`config.mk`:
```
export PLATFORM = sky130hd
export DESIGN_NAME = s_pipe_fork_manager_flat
export DESIGN_NICKNAME = d
export VERILOG_FILES = /design/src/rtl/s_pipe_fork_manager_if.sv /design/src/rtl/s_pipe_fork_manager.sv /design/src/flat_wrapper.sv
export SDC_FILE = /design/constraint.sdc
export NUM_CORES = 1
export LEC_CHECK = 0
export CAP_MARGIN = 30
export CORE_ASPECT_RATIO = 1.2
export CORE_MARGIN = 4
export CORE_UTILIZATION = 43
export DETAILED_ROUTE_END_ITERATION = 16
export PLACE_DENSITY = 0.79
export SYNTH_ARGS = -nofsm -noshare
export SYNTH_HDL_FRONTEND = slang
export SYNTH_SLANG_ARGS = --single-unit
export TNS_END_PERCENT = 30
```
`constraint.sdc`:
```
create_clock -name clk -period 3.15 [get_ports clk]
set_input_delay 0.63 -clock clk [delete_from_list [all_inputs] [get_ports clk]]
set_output_delay 0.63 -clock clk [all_outputs]
set_load 0.05 [all_outputs]
```
`src/rtl/s_pipe_fork_manager_if.sv`:
```
// Bundles the fork handshake, branch resolution and per-pipe status signals
// of s_pipe_fork_manager. The master drives requests, the slave is the manager.
interface s_pipe_fork_manager_if #(
  parameter int PIPE_CNT = 4,
  parameter int ADDR_W   = 32
);
  localparam int ID_W = $clog2(PIPE_CNT);

  logic                       en;
  logic                       fork_valid;
  logic                       fork_ready;
  logic [ID_W-1:0]            fork_src;
  logic [ADDR_W-1:0]          fork_pc;
  logic [ID_W-1:0]            fork_child;
  logic                       res_valid;
  logic                       res_forked;
  logic [ID_W-1:0]            res_child;
  logic                       res_child_ok;
  logic                       res_mispred;
  logic [ADDR_W-1:0]          res_targ_pc;
  logic [ID_W-1:0]            head_id;
  logic [PIPE_CNT-1:0]        pipe_en;
  logic [PIPE_CNT-1:0]        pipe_flush;
  logic [PIPE_CNT-1:0]        redir_valid;
  logic [PIPE_CNT*ADDR_W-1:0] redir_pc;

  modport master (
    output en, fork_valid, fork_src, fork_pc,
           res_valid, res_forked, res_child, res_child_ok, res_mispred, res_targ_pc,
    input  fork_ready, fork_child, head_id, pipe_en, pipe_flush, redir_valid, redir_pc
  );

  modport slave (
    input  en, fork_valid, fork_src, fork_pc,
           res_valid, res_forked, res_child, res_child_ok, res_mispred, res_targ_pc,
    output fork_ready, fork_child, head_id, pipe_en, pipe_flush, redir_valid, redir_pc
  );
endinterface

```
`src/rtl/s_pipe_fork_manager.sv`:
```
// Speculative pipe manager: lineage masks, fork grant, promote/kill on resolution.
// Optional SPEC_PERF_CNT_EN adds saturating fork/promote/kill counters.
//
// state    | meaning
// S_IDLE   | pipe free, allocatable by a fork
// S_ACTIVE | pipe fetching/executing, mask valid
// S_FLUSH  | pipe killed, counting down before returning to S_IDLE
module s_pipe_fork_manager #(
  parameter int                PIPE_CNT  = 4,
  parameter int                ADDR_W    = 32,
  parameter int                FLUSH_CYC = 2,
  parameter logic [ADDR_W-1:0] START_PC  = '0
) (
  input  logic                 clk,
  input  logic                 rst,
  s_pipe_fork_manager_if.slave bus,
  output logic [31:0]          perf_fork,
  output logic [31:0]          perf_promote,
  output logic [31:0]          perf_kill
);
  localparam int ID_W = $clog2(PIPE_CNT);

  typedef enum logic [1:0] {S_IDLE, S_ACTIVE, S_FLUSH} state_t;

  state_t              st_q       [PIPE_CNT];
  state_t              st_d       [PIPE_CNT];
  logic [3:0]          cnt_q      [PIPE_CNT];
  logic [3:0]          cnt_d      [PIPE_CNT];
  logic [PIPE_CNT-1:0] mask_q     [PIPE_CNT];
  logic [PIPE_CNT-1:0] mask_d     [PIPE_CNT];
  logic [ADDR_W-1:0]   redir_pc_q [PIPE_CNT];
  logic [ADDR_W-1:0]   redir_pc_d [PIPE_CNT];
  logic [ID_W-1:0]     head_q, head_d;
  logic [PIPE_CNT-1:0] redir_v_q, redir_v_d;

  logic [PIPE_CNT-1:0] kill;
  logic [ID_W-1:0]     alloc;
  logic                idle_any, res_act, child_legal;
  logic                do_promote, do_prune, do_mispred, bad_res;
  logic                fork_ready, fork_fire;

  always_comb begin
    st_d       = st_q;
    cnt_d      = cnt_q;
    mask_d     = mask_q;
    redir_pc_d = redir_pc_q;
    head_d     = head_q;
    redir_v_d  = '0;
    kill       = '0;
    idle_any   = 1'b0;
    alloc      = '0;

    res_act     = bus.res_valid & bus.en;
    child_legal = (st_q[bus.res_child] == S_ACTIVE) && (bus.res_child != head_q);
    do_promote  = res_act & bus.res_forked & child_legal & bus.res_child_ok;
    do_prune    = res_act & bus.res_forked & child_legal & ~bus.res_child_ok;
    do_mispred  = res_act & ~bus.res_forked & bus.res_mispred;
    bad_res     = res_act & bus.res_forked & ~child_legal;

    for (int i = 0; i < PIPE_CNT; i++) begin
      if (st_q[i] == S_ACTIVE) begin
        if (do_promote && ((ID_W'(i) == head_q) || !mask_q[i][bus.res_child])) kill[i] = 1'b1;
        if (do_prune && mask_q[i][bus.res_child]) kill[i] = 1'b1;
        if (do_mispred && (ID_W'(i) != head_q)) kill[i] = 1'b1;
      end
    end

    // Scan high-to-low so the lowest-index idle pipe wins
    for (int i = PIPE_CNT - 1; i >= 0; i--) begin
      if (st_q[i] == S_IDLE) begin
        idle_any = 1'b1;
        alloc    = ID_W'(i);
      end
    end

    fork_ready = rst & bus.en & (st_q[bus.fork_src] == S_ACTIVE) & ~kill[bus.fork_src] & idle_any;
    fork_fire  = bus.fork_valid & fork_ready;

    if (bus.en) begin
      for (int i = 0; i < PIPE_CNT; i++) begin
        case (st_q[i])
          S_ACTIVE: begin
            if (kill[i]) begin
              st_d[i]   = S_FLUSH;
              cnt_d[i]  = 4'(FLUSH_CYC);
              mask_d[i] = '0;
            end else if (do_promote) begin
              mask_d[i] = mask_q[i] & ~(PIPE_CNT'(1) << head_q);
            end else if (do_mispred && (ID_W'(i) == head_q)) begin
              mask_d[i] = PIPE_CNT'(1) << head_q;
            end
          end
          S_FLUSH: begin
            if (cnt_q[i] == 4'd1) st_d[i] = S_IDLE;
            else                  cnt_d[i] = cnt_q[i] - 4'd1;
          end
          default: ;
        endcase
      end
      if (do_promote) head_d = bus.res_child;
      if (do_mispred) begin
        redir_v_d[head_q]  = 1'b1;
        redir_pc_d[head_q] = bus.res_targ_pc;
      end
      // Child inherits the parent's post-resolution lineage
      if (fork_fire) begin
        st_d[alloc]       = S_ACTIVE;
        mask_d[alloc]     = mask_d[bus.fork_src] | (PIPE_CNT'(1) << alloc);
        redir_v_d[alloc]  = 1'b1;
        redir_pc_d[alloc] = bus.fork_pc;
      end
    end
  end

  always_ff @(posedge clk) begin
    if (!rst) begin
      for (int i = 0; i < PIPE_CNT; i++) begin
        st_q[i]       <= (i == 0) ? S_ACTIVE : S_IDLE;
        cnt_q[i]      <= '0;
        mask_q[i]     <= (i == 0) ? PIPE_CNT'(1) : '0;
        redir_pc_q[i] <= (i == 0) ? START_PC : '0;
      end
      head_q    <= '0;
      redir_v_q <= PIPE_CNT'(1);
    end else begin
      st_q       <= st_d;
      cnt_q      <= cnt_d;
      mask_q     <= mask_d;
      redir_pc_q <= redir_pc_d;
      head_q     <= head_d;
      redir_v_q  <= redir_v_d;
    end
  end

  assign bus.fork_ready  = fork_ready;
  assign bus.fork_child  = alloc;
  assign bus.head_id     = head_q;
  // The boot redirect is held in redir_v_q during reset but only shown after release
  assign bus.redir_valid = rst ? redir_v_q : '0;

  always_comb begin
    bus.pipe_en    = '0;
    bus.pipe_flush = '0;
    bus.redir_pc   = '0;
    for (int i = 0; i < PIPE_CNT; i++) begin
      bus.pipe_en[i]                  = (st_q[i] == S_ACTIVE);
      bus.pipe_flush[i]               = rst & (st_q[i] == S_FLUSH);
      bus.redir_pc[i*ADDR_W +: ADDR_W] = redir_pc_q[i];
    end
  end

  a_res_child_legal: assert property (@(posedge clk) disable iff (!rst) !bad_res)
    else $error("res_child %0d not a live non-head pipe", bus.res_child);

`ifdef SPEC_PERF_CNT_EN
  logic [31:0] perf_fork_q, perf_fork_d, perf_promote_q, perf_promote_d, perf_kill_q, perf_kill_d;
  logic [32:0] kill_sum;

  always_comb begin
    kill_sum = {1'b0, perf_kill_q};
    for (int i = 0; i < PIPE_CNT; i++) kill_sum = kill_sum + {32'd0, (kill[i] & bus.en)};
    perf_kill_d    = kill_sum[32] ? '1 : kill_sum[31:0];
    perf_fork_d    = (fork_fire && perf_fork_q != '1) ? perf_fork_q + 32'd1 : perf_fork_q;
    perf_promote_d = (do_promote && perf_promote_q != '1) ? perf_promote_q + 32'd1 : perf_promote_q;
  end

  always_ff @(posedge clk) begin
    if (!rst) begin
      perf_fork_q    <= '0;
      perf_promote_q <= '0;
      perf_kill_q    <= '0;
    end else begin
      perf_fork_q    <= perf_fork_d;
      perf_promote_q <= perf_promote_d;
      perf_kill_q    <= perf_kill_d;
    end
  end

  assign perf_fork    = perf_fork_q;
  assign perf_promote = perf_promote_q;
  assign perf_kill    = perf_kill_q;
`else
  assign perf_fork    = '0;
  assign perf_promote = '0;
  assign perf_kill    = '0;
`endif
endmodule

```
`src/flat_wrapper.sv`:
```
// flat-port wrapper written by rule: the top's interface ports become plain ports
module s_pipe_fork_manager_flat 
#(
  parameter int                PIPE_CNT  = 4,
  parameter int                ADDR_W    = 32,
  parameter int                FLUSH_CYC = 2,
  parameter logic [ADDR_W-1:0] START_PC  = '0
)
  (clk, rst, perf_fork, perf_promote, perf_kill, bus_en, bus_fork_valid, bus_fork_src, bus_fork_pc, bus_res_valid, bus_res_forked, bus_res_child, bus_res_child_ok, bus_res_mispred, bus_res_targ_pc, bus_fork_ready, bus_fork_child, bus_head_id, bus_pipe_en, bus_pipe_flush, bus_redir_valid, bus_redir_pc);
  s_pipe_fork_manager_if #(.PIPE_CNT(PIPE_CNT), .ADDR_W(ADDR_W)) bus_i ();
  input  logic clk;
  input  logic rst;
  output logic [31:0] perf_fork;
  output logic [31:0] perf_promote;
  output logic [31:0] perf_kill;
  input wire logic [$bits(bus_i.en)-1:0] bus_en;
  input wire logic [$bits(bus_i.fork_valid)-1:0] bus_fork_valid;
  input wire logic [$bits(bus_i.fork_src)-1:0] bus_fork_src;
  input wire logic [$bits(bus_i.fork_pc)-1:0] bus_fork_pc;
  input wire logic [$bits(bus_i.res_valid)-1:0] bus_res_valid;
  input wire logic [$bits(bus_i.res_forked)-1:0] bus_res_forked;
  input wire logic [$bits(bus_i.res_child)-1:0] bus_res_child;
  input wire logic [$bits(bus_i.res_child_ok)-1:0] bus_res_child_ok;
  input wire logic [$bits(bus_i.res_mispred)-1:0] bus_res_mispred;
  input wire logic [$bits(bus_i.res_targ_pc)-1:0] bus_res_targ_pc;
  output wire logic [$bits(bus_i.fork_ready)-1:0] bus_fork_ready;
  output wire logic [$bits(bus_i.fork_child)-1:0] bus_fork_child;
  output wire logic [$bits(bus_i.head_id)-1:0] bus_head_id;
  output wire logic [$bits(bus_i.pipe_en)-1:0] bus_pipe_en;
  output wire logic [$bits(bus_i.pipe_flush)-1:0] bus_pipe_flush;
  output wire logic [$bits(bus_i.redir_valid)-1:0] bus_redir_valid;
  output wire logic [$bits(bus_i.redir_pc)-1:0] bus_redir_pc;
  assign bus_i.en = bus_en;
  assign bus_i.fork_valid = bus_fork_valid;
  assign bus_i.fork_src = bus_fork_src;
  assign bus_i.fork_pc = bus_fork_pc;
  assign bus_i.res_valid = bus_res_valid;
  assign bus_i.res_forked = bus_res_forked;
  assign bus_i.res_child = bus_res_child;
  assign bus_i.res_child_ok = bus_res_child_ok;
  assign bus_i.res_mispred = bus_res_mispred;
  assign bus_i.res_targ_pc = bus_res_targ_pc;
  assign bus_fork_ready = bus_i.fork_ready;
  assign bus_fork_child = bus_i.fork_child;
  assign bus_head_id = bus_i.head_id;
  assign bus_pipe_en = bus_i.pipe_en;
  assign bus_pipe_flush = bus_i.pipe_flush;
  assign bus_redir_valid = bus_i.redir_valid;
  assign bus_redir_pc = bus_i.redir_pc;
  s_pipe_fork_manager #(.PIPE_CNT(PIPE_CNT), .ADDR_W(ADDR_W), .FLUSH_CYC(FLUSH_CYC), .START_PC(START_PC)) u_core (.clk(clk), .rst(rst), .bus(bus_i), .perf_fork(perf_fork), .perf_promote(perf_promote), .perf_kill(perf_kill));
endmodule
```
==> impl_metrics.toml <==
[outcome]
run_status = "finished, final reports clean"

[clock_network]
htree_num_levels = 4
clock_tree_buffer_depth = 2
clock_sinks = 174
clk_latency_ns = 0.43
clk_transition_reported_paths_ns = 0.07
clk_root_buffer_cell = "sky130_fd_sc_hd__clkbuf_16"
cts-hold-fix-buffers = 0
cts_inserted_buffers = 17
clock_tree_from_tritoncts = "done"

[route]
wl_mm = 32.4
drcViolationCount = 0
via_count = 9519
firstDrtPassIters = 5
wire_per_inst_um = 19.1
drt_iter0_markers = 598
ant_nets = 0
detail_route.vias_per_cell = 5.60

[synthesis]
syn_inst = 1157
yosysWarnings = 0
synthArstFlopShare = 0
netlist-cell-type-count = 64
synth_area_um2 = 9810
avg_synthesized_cell_area_um2 = 8.48
synth-edff-count = 0
dominantRegCellSynth = "sky130_fd_sc_hd__dfxtp_1"
ffs_latches_synth = 174
synth.yosys.seq_area_share = 0.355

[setup_path]
worst_setup_path_end_kind = "output pin"
critical_path.startpoint_type = "flop"
critical_path_peak_fanout = 5
arr_time_crit_path_ns = 2.43
cp_data_required_time_ns = 2.52
critical_path_class = "flop to output pin"

[sta]
tightest_slew_ns = 0.892
setup_viol_count_final = 0
worst_slew_margin_rel = 0.405
clock-skew-final_ns = 0.0137
hold_violations = 0
min_period_over_period = 0.971
grt_setup_unrepaired = "no"
time_the_final_worst_path_needs_with_i_o_delays_and_setup_ns = 3.06
max_freq_mhz = 327
final_max_slew_viol_count = 0

[layout]
layoutNonFillerInstCount = 1699
area_growth_syn_to_layout_pct = 36.5
fillers = 1901
final_util = 0.597
final_layout_size_suffix_gt1_frac = 0.145
layout.nets = 1503

[global_routing]
grt.total_usage = 0.244
initial_antenna_violation_count = 1
grt_pass1_wl_mm = 50.5
via_count_of_the_first_global_routing_pass = 9244
grt-ovfl-total = 0
grt_max_degree = 144

[pwr]
total_leakage_power_uw = 0.00475
total_power_per_unit_cell_area_nw_per_um2 = 397
vdd_drop_max_uv = 421

[die]
floorplan.die.width_um = 146
core_area_um2 = 22400
die_y_um = 173
num_rows = 60
initial_standard_cell_utilization_of_the_core = 0.437
top_level_ports = 317
die-area_um2 = 25300

[placement]
placement.io_buffers = 220
hpwlAfterDp_mm = 22.7
number_of_cells_after_detailed_placement = 1658
place_congestion = 0.915

[worst_hold_path]
hold_path_class = "flop to flop"

[flow_run]
max_cap_viol_count = 0
==> final cells by class <==
cell class / instances / area (um^2) / area share
multi-input combinational: 858 / 5630 / 0.420
sequential: 174 / 3490 / 0.260
timing repair buffer: 318 / 3180 / 0.237
clock buffer: 17 / 425 / 0.0318
tap: 279 / 349 / 0.0261
clock inverter: 14 / 173 / 0.0129
inverter: 38 / 149 / 0.0111
antenna: 1 / 2.50 / 0.000187
==> sequential cells by signal (all words and copies together), names as in the netlist <==
register	count
u_core.bus.redir_pc	128
u_core.cnt_q	16
u_core.mask_q	16
u_core.st_q	8
u_core.redir_v_q	4
u_core.bus.head_id	2
==> per-layer routing <==
layer / up-vias / global-route usage / share of wire
met3: 49 / 0.0690 / 0.081
met4: 0 / 0.0784 / 0.024
met5: - / 0 / 0
met2: 390 / 0.422 / 0.49
li1: 4478 / - / -
met1: 4602 / 0.292 / 0.41
==> layout by cell type, fill, tap and decap left out, types with 5 or more instances in the layout <==
cell,netlist,final
sky130_fd_sc_hd__a211oi_1,96,96
sky130_fd_sc_hd__a21boi_0,6,6
sky130_fd_sc_hd__a21oi_1,23,21
sky130_fd_sc_hd__a311oi_1,22,22
sky130_fd_sc_hd__a311oi_2,14,14
sky130_fd_sc_hd__a31oi_1,11,11
sky130_fd_sc_hd__and2_1,10,10
sky130_fd_sc_hd__buf_12,0,19
sky130_fd_sc_hd__buf_4,98,82
sky130_fd_sc_hd__buf_6,3,5
sky130_fd_sc_hd__clkbuf_16,0,17
sky130_fd_sc_hd__clkdlybuf4s50_1,0,203
sky130_fd_sc_hd__conb_1,1,96
sky130_fd_sc_hd__dfxtp_1,174,170
sky130_fd_sc_hd__ha_1,20,18
sky130_fd_sc_hd__inv_1,38,35
sky130_fd_sc_hd__mux2_2,7,7
sky130_fd_sc_hd__mux2i_1,92,92
sky130_fd_sc_hd__mux4_2,6,6
sky130_fd_sc_hd__nand2_1,122,120
sky130_fd_sc_hd__nand2b_1,9,9
sky130_fd_sc_hd__nand3_1,32,27
sky130_fd_sc_hd__nand3_2,2,5
sky130_fd_sc_hd__nand4_1,10,10
sky130_fd_sc_hd__nor2_1,121,118
sky130_fd_sc_hd__nor2b_1,11,11
sky130_fd_sc_hd__nor3_1,39,38
sky130_fd_sc_hd__o211ai_1,7,7
sky130_fd_sc_hd__o21a_1,5,5
sky130_fd_sc_hd__o21ai_0,31,31
sky130_fd_sc_hd__or3_1,5,5
==> Yosys cell counts (3+ instances only) <==
library cell	instances	share of area
sky130_fd_sc_hd__dfxtp_1	174	0.36
sky130_fd_sc_hd__nand2_1	122	0.047
sky130_fd_sc_hd__nor2_1	121	0.046
sky130_fd_sc_hd__buf_4	98	0.075
sky130_fd_sc_hd__a211oi_1	96	0.073
sky130_fd_sc_hd__mux2i_1	92	0.094
sky130_fd_sc_hd__clkbuf_1	58	0.022
sky130_fd_sc_hd__nor3_1	39	0.020
sky130_fd_sc_hd__inv_1	38	0.015
sky130_fd_sc_hd__nand3_1	32	0.016
sky130_fd_sc_hd__o21ai_0	31	0.016
sky130_fd_sc_hd__a21oi_1	23	0.012
sky130_fd_sc_hd__a311oi_1	22	0.020
sky130_fd_sc_hd__buf_2	21	0.011
sky130_fd_sc_hd__ha_1	20	0.026
sky130_fd_sc_hd__a311oi_2	14	0.021
sky130_fd_sc_hd__a31oi_1	11	0.0070
sky130_fd_sc_hd__nor2b_1	11	0.0070
sky130_fd_sc_hd__and2_1	10	0.0064
sky130_fd_sc_hd__nand4_1	10	0.0064
sky130_fd_sc_hd__nand2b_1	9	0.0057
sky130_fd_sc_hd__mux2_2	7	0.0080
sky130_fd_sc_hd__o211ai_1	7	0.0054
sky130_fd_sc_hd__a21boi_0	6	0.0046
sky130_fd_sc_hd__mux4_2	6	0.014
sky130_fd_sc_hd__o21a_1	5	0.0038
sky130_fd_sc_hd__or3_1	5	0.0032
sky130_fd_sc_hd__a32oi_1	4	0.0036
sky130_fd_sc_hd__o31ai_1	4	0.0031
sky130_fd_sc_hd__a22oi_1	3	0.0023
sky130_fd_sc_hd__buf_1	3	0.0011
sky130_fd_sc_hd__buf_6	3	0.0034
sky130_fd_sc_hd__nand4b_1	3	0.0027
sky130_fd_sc_hd__nor3b_1	3	0.0023
sky130_fd_sc_hd__o21ai_1	3	0.0015
sky130_fd_sc_hd__o22ai_1	3	0.0019
sky130_fd_sc_hd__o311ai_0	3	0.0027
==> worst paths after layout <==
path	from	end	slack [ns]	cells after the start
worst min register to register	u_core.cnt_q[0]	u_core.cnt_q[0]	0.49	2
worst max register to register	u_core.st_q[6]	u_core.bus.redir_pc[119]	0.30	10
worst max-delay path	u_core.st_q[6]	bus_fork_ready	0.09	7
worst min-delay path	u_core.cnt_q[0]	u_core.cnt_q[0]	0.49	2
==> per-stage QoR <==
stage,hold slack [ns],area (um^2),worst slack [ns],setup TNS (ns),total power (uW)
global route,0.508,13400,0.00541,0,5480
detailed placement,0.472,12600,-0.492,-47.11,3150
CTS,0.482,13300,0.00192,0,5340
finish,0.486,13400,0.0908,0,5320
global placement,0.460,12600,-0.398,-39.71,3150
floorplan,0.445,10200,0.00378,0,2920
==> cells by family after synthesis <==
| kind of cell | Yosys count | synth area share |
|---|---|---|
| adder cells (fa/ha/maj) | 20 | 0.0255 |
| AO/OA/AOI/OAI | 259 | 0.203 |
| flip-flops | 174 | 0.355 |
| XOR/XNOR | 2 | 0.00179 |
| other | 1 | 0.000382 |
| AND/OR/NAND/NOR | 375 | 0.172 |
| multiplexers | 105 | 0.116 |
| buffers and inverters | 221 | 0.127 |
==> where the power goes <==
| part | switching (uW) | internal, uW | total [uW] |
|---|---|---|---|
| registers | 20.3 | 2230 | 2250 |
| logic | 619 | 258 | 876 |
| clock network | 990 | 1200 | 2190 |
==> critical path: stages (launching register included) <==
cell                         delay (ns)
sky130_fd_sc_hd__dfxtp_2           0.35
sky130_fd_sc_hd__nor2b_1           0.19
sky130_fd_sc_hd__mux4_2            0.60
sky130_fd_sc_hd__o211ai_1          0.19
sky130_fd_sc_hd__nand3_2           0.12
sky130_fd_sc_hd__a211o_1           0.29
sky130_fd_sc_hd__clkinvlp_4        0.12
sky130_fd_sc_hd__buf_8             0.15
==> what timing repair did <==
action                                  CTS  global route
endpoints found under the setup margin   11             2
pin swaps                                 7            10
resized for setup                        26            12
buffers inserted                          4             4
gates cloned                              0             1
Power figures use the tool's default switching activity.
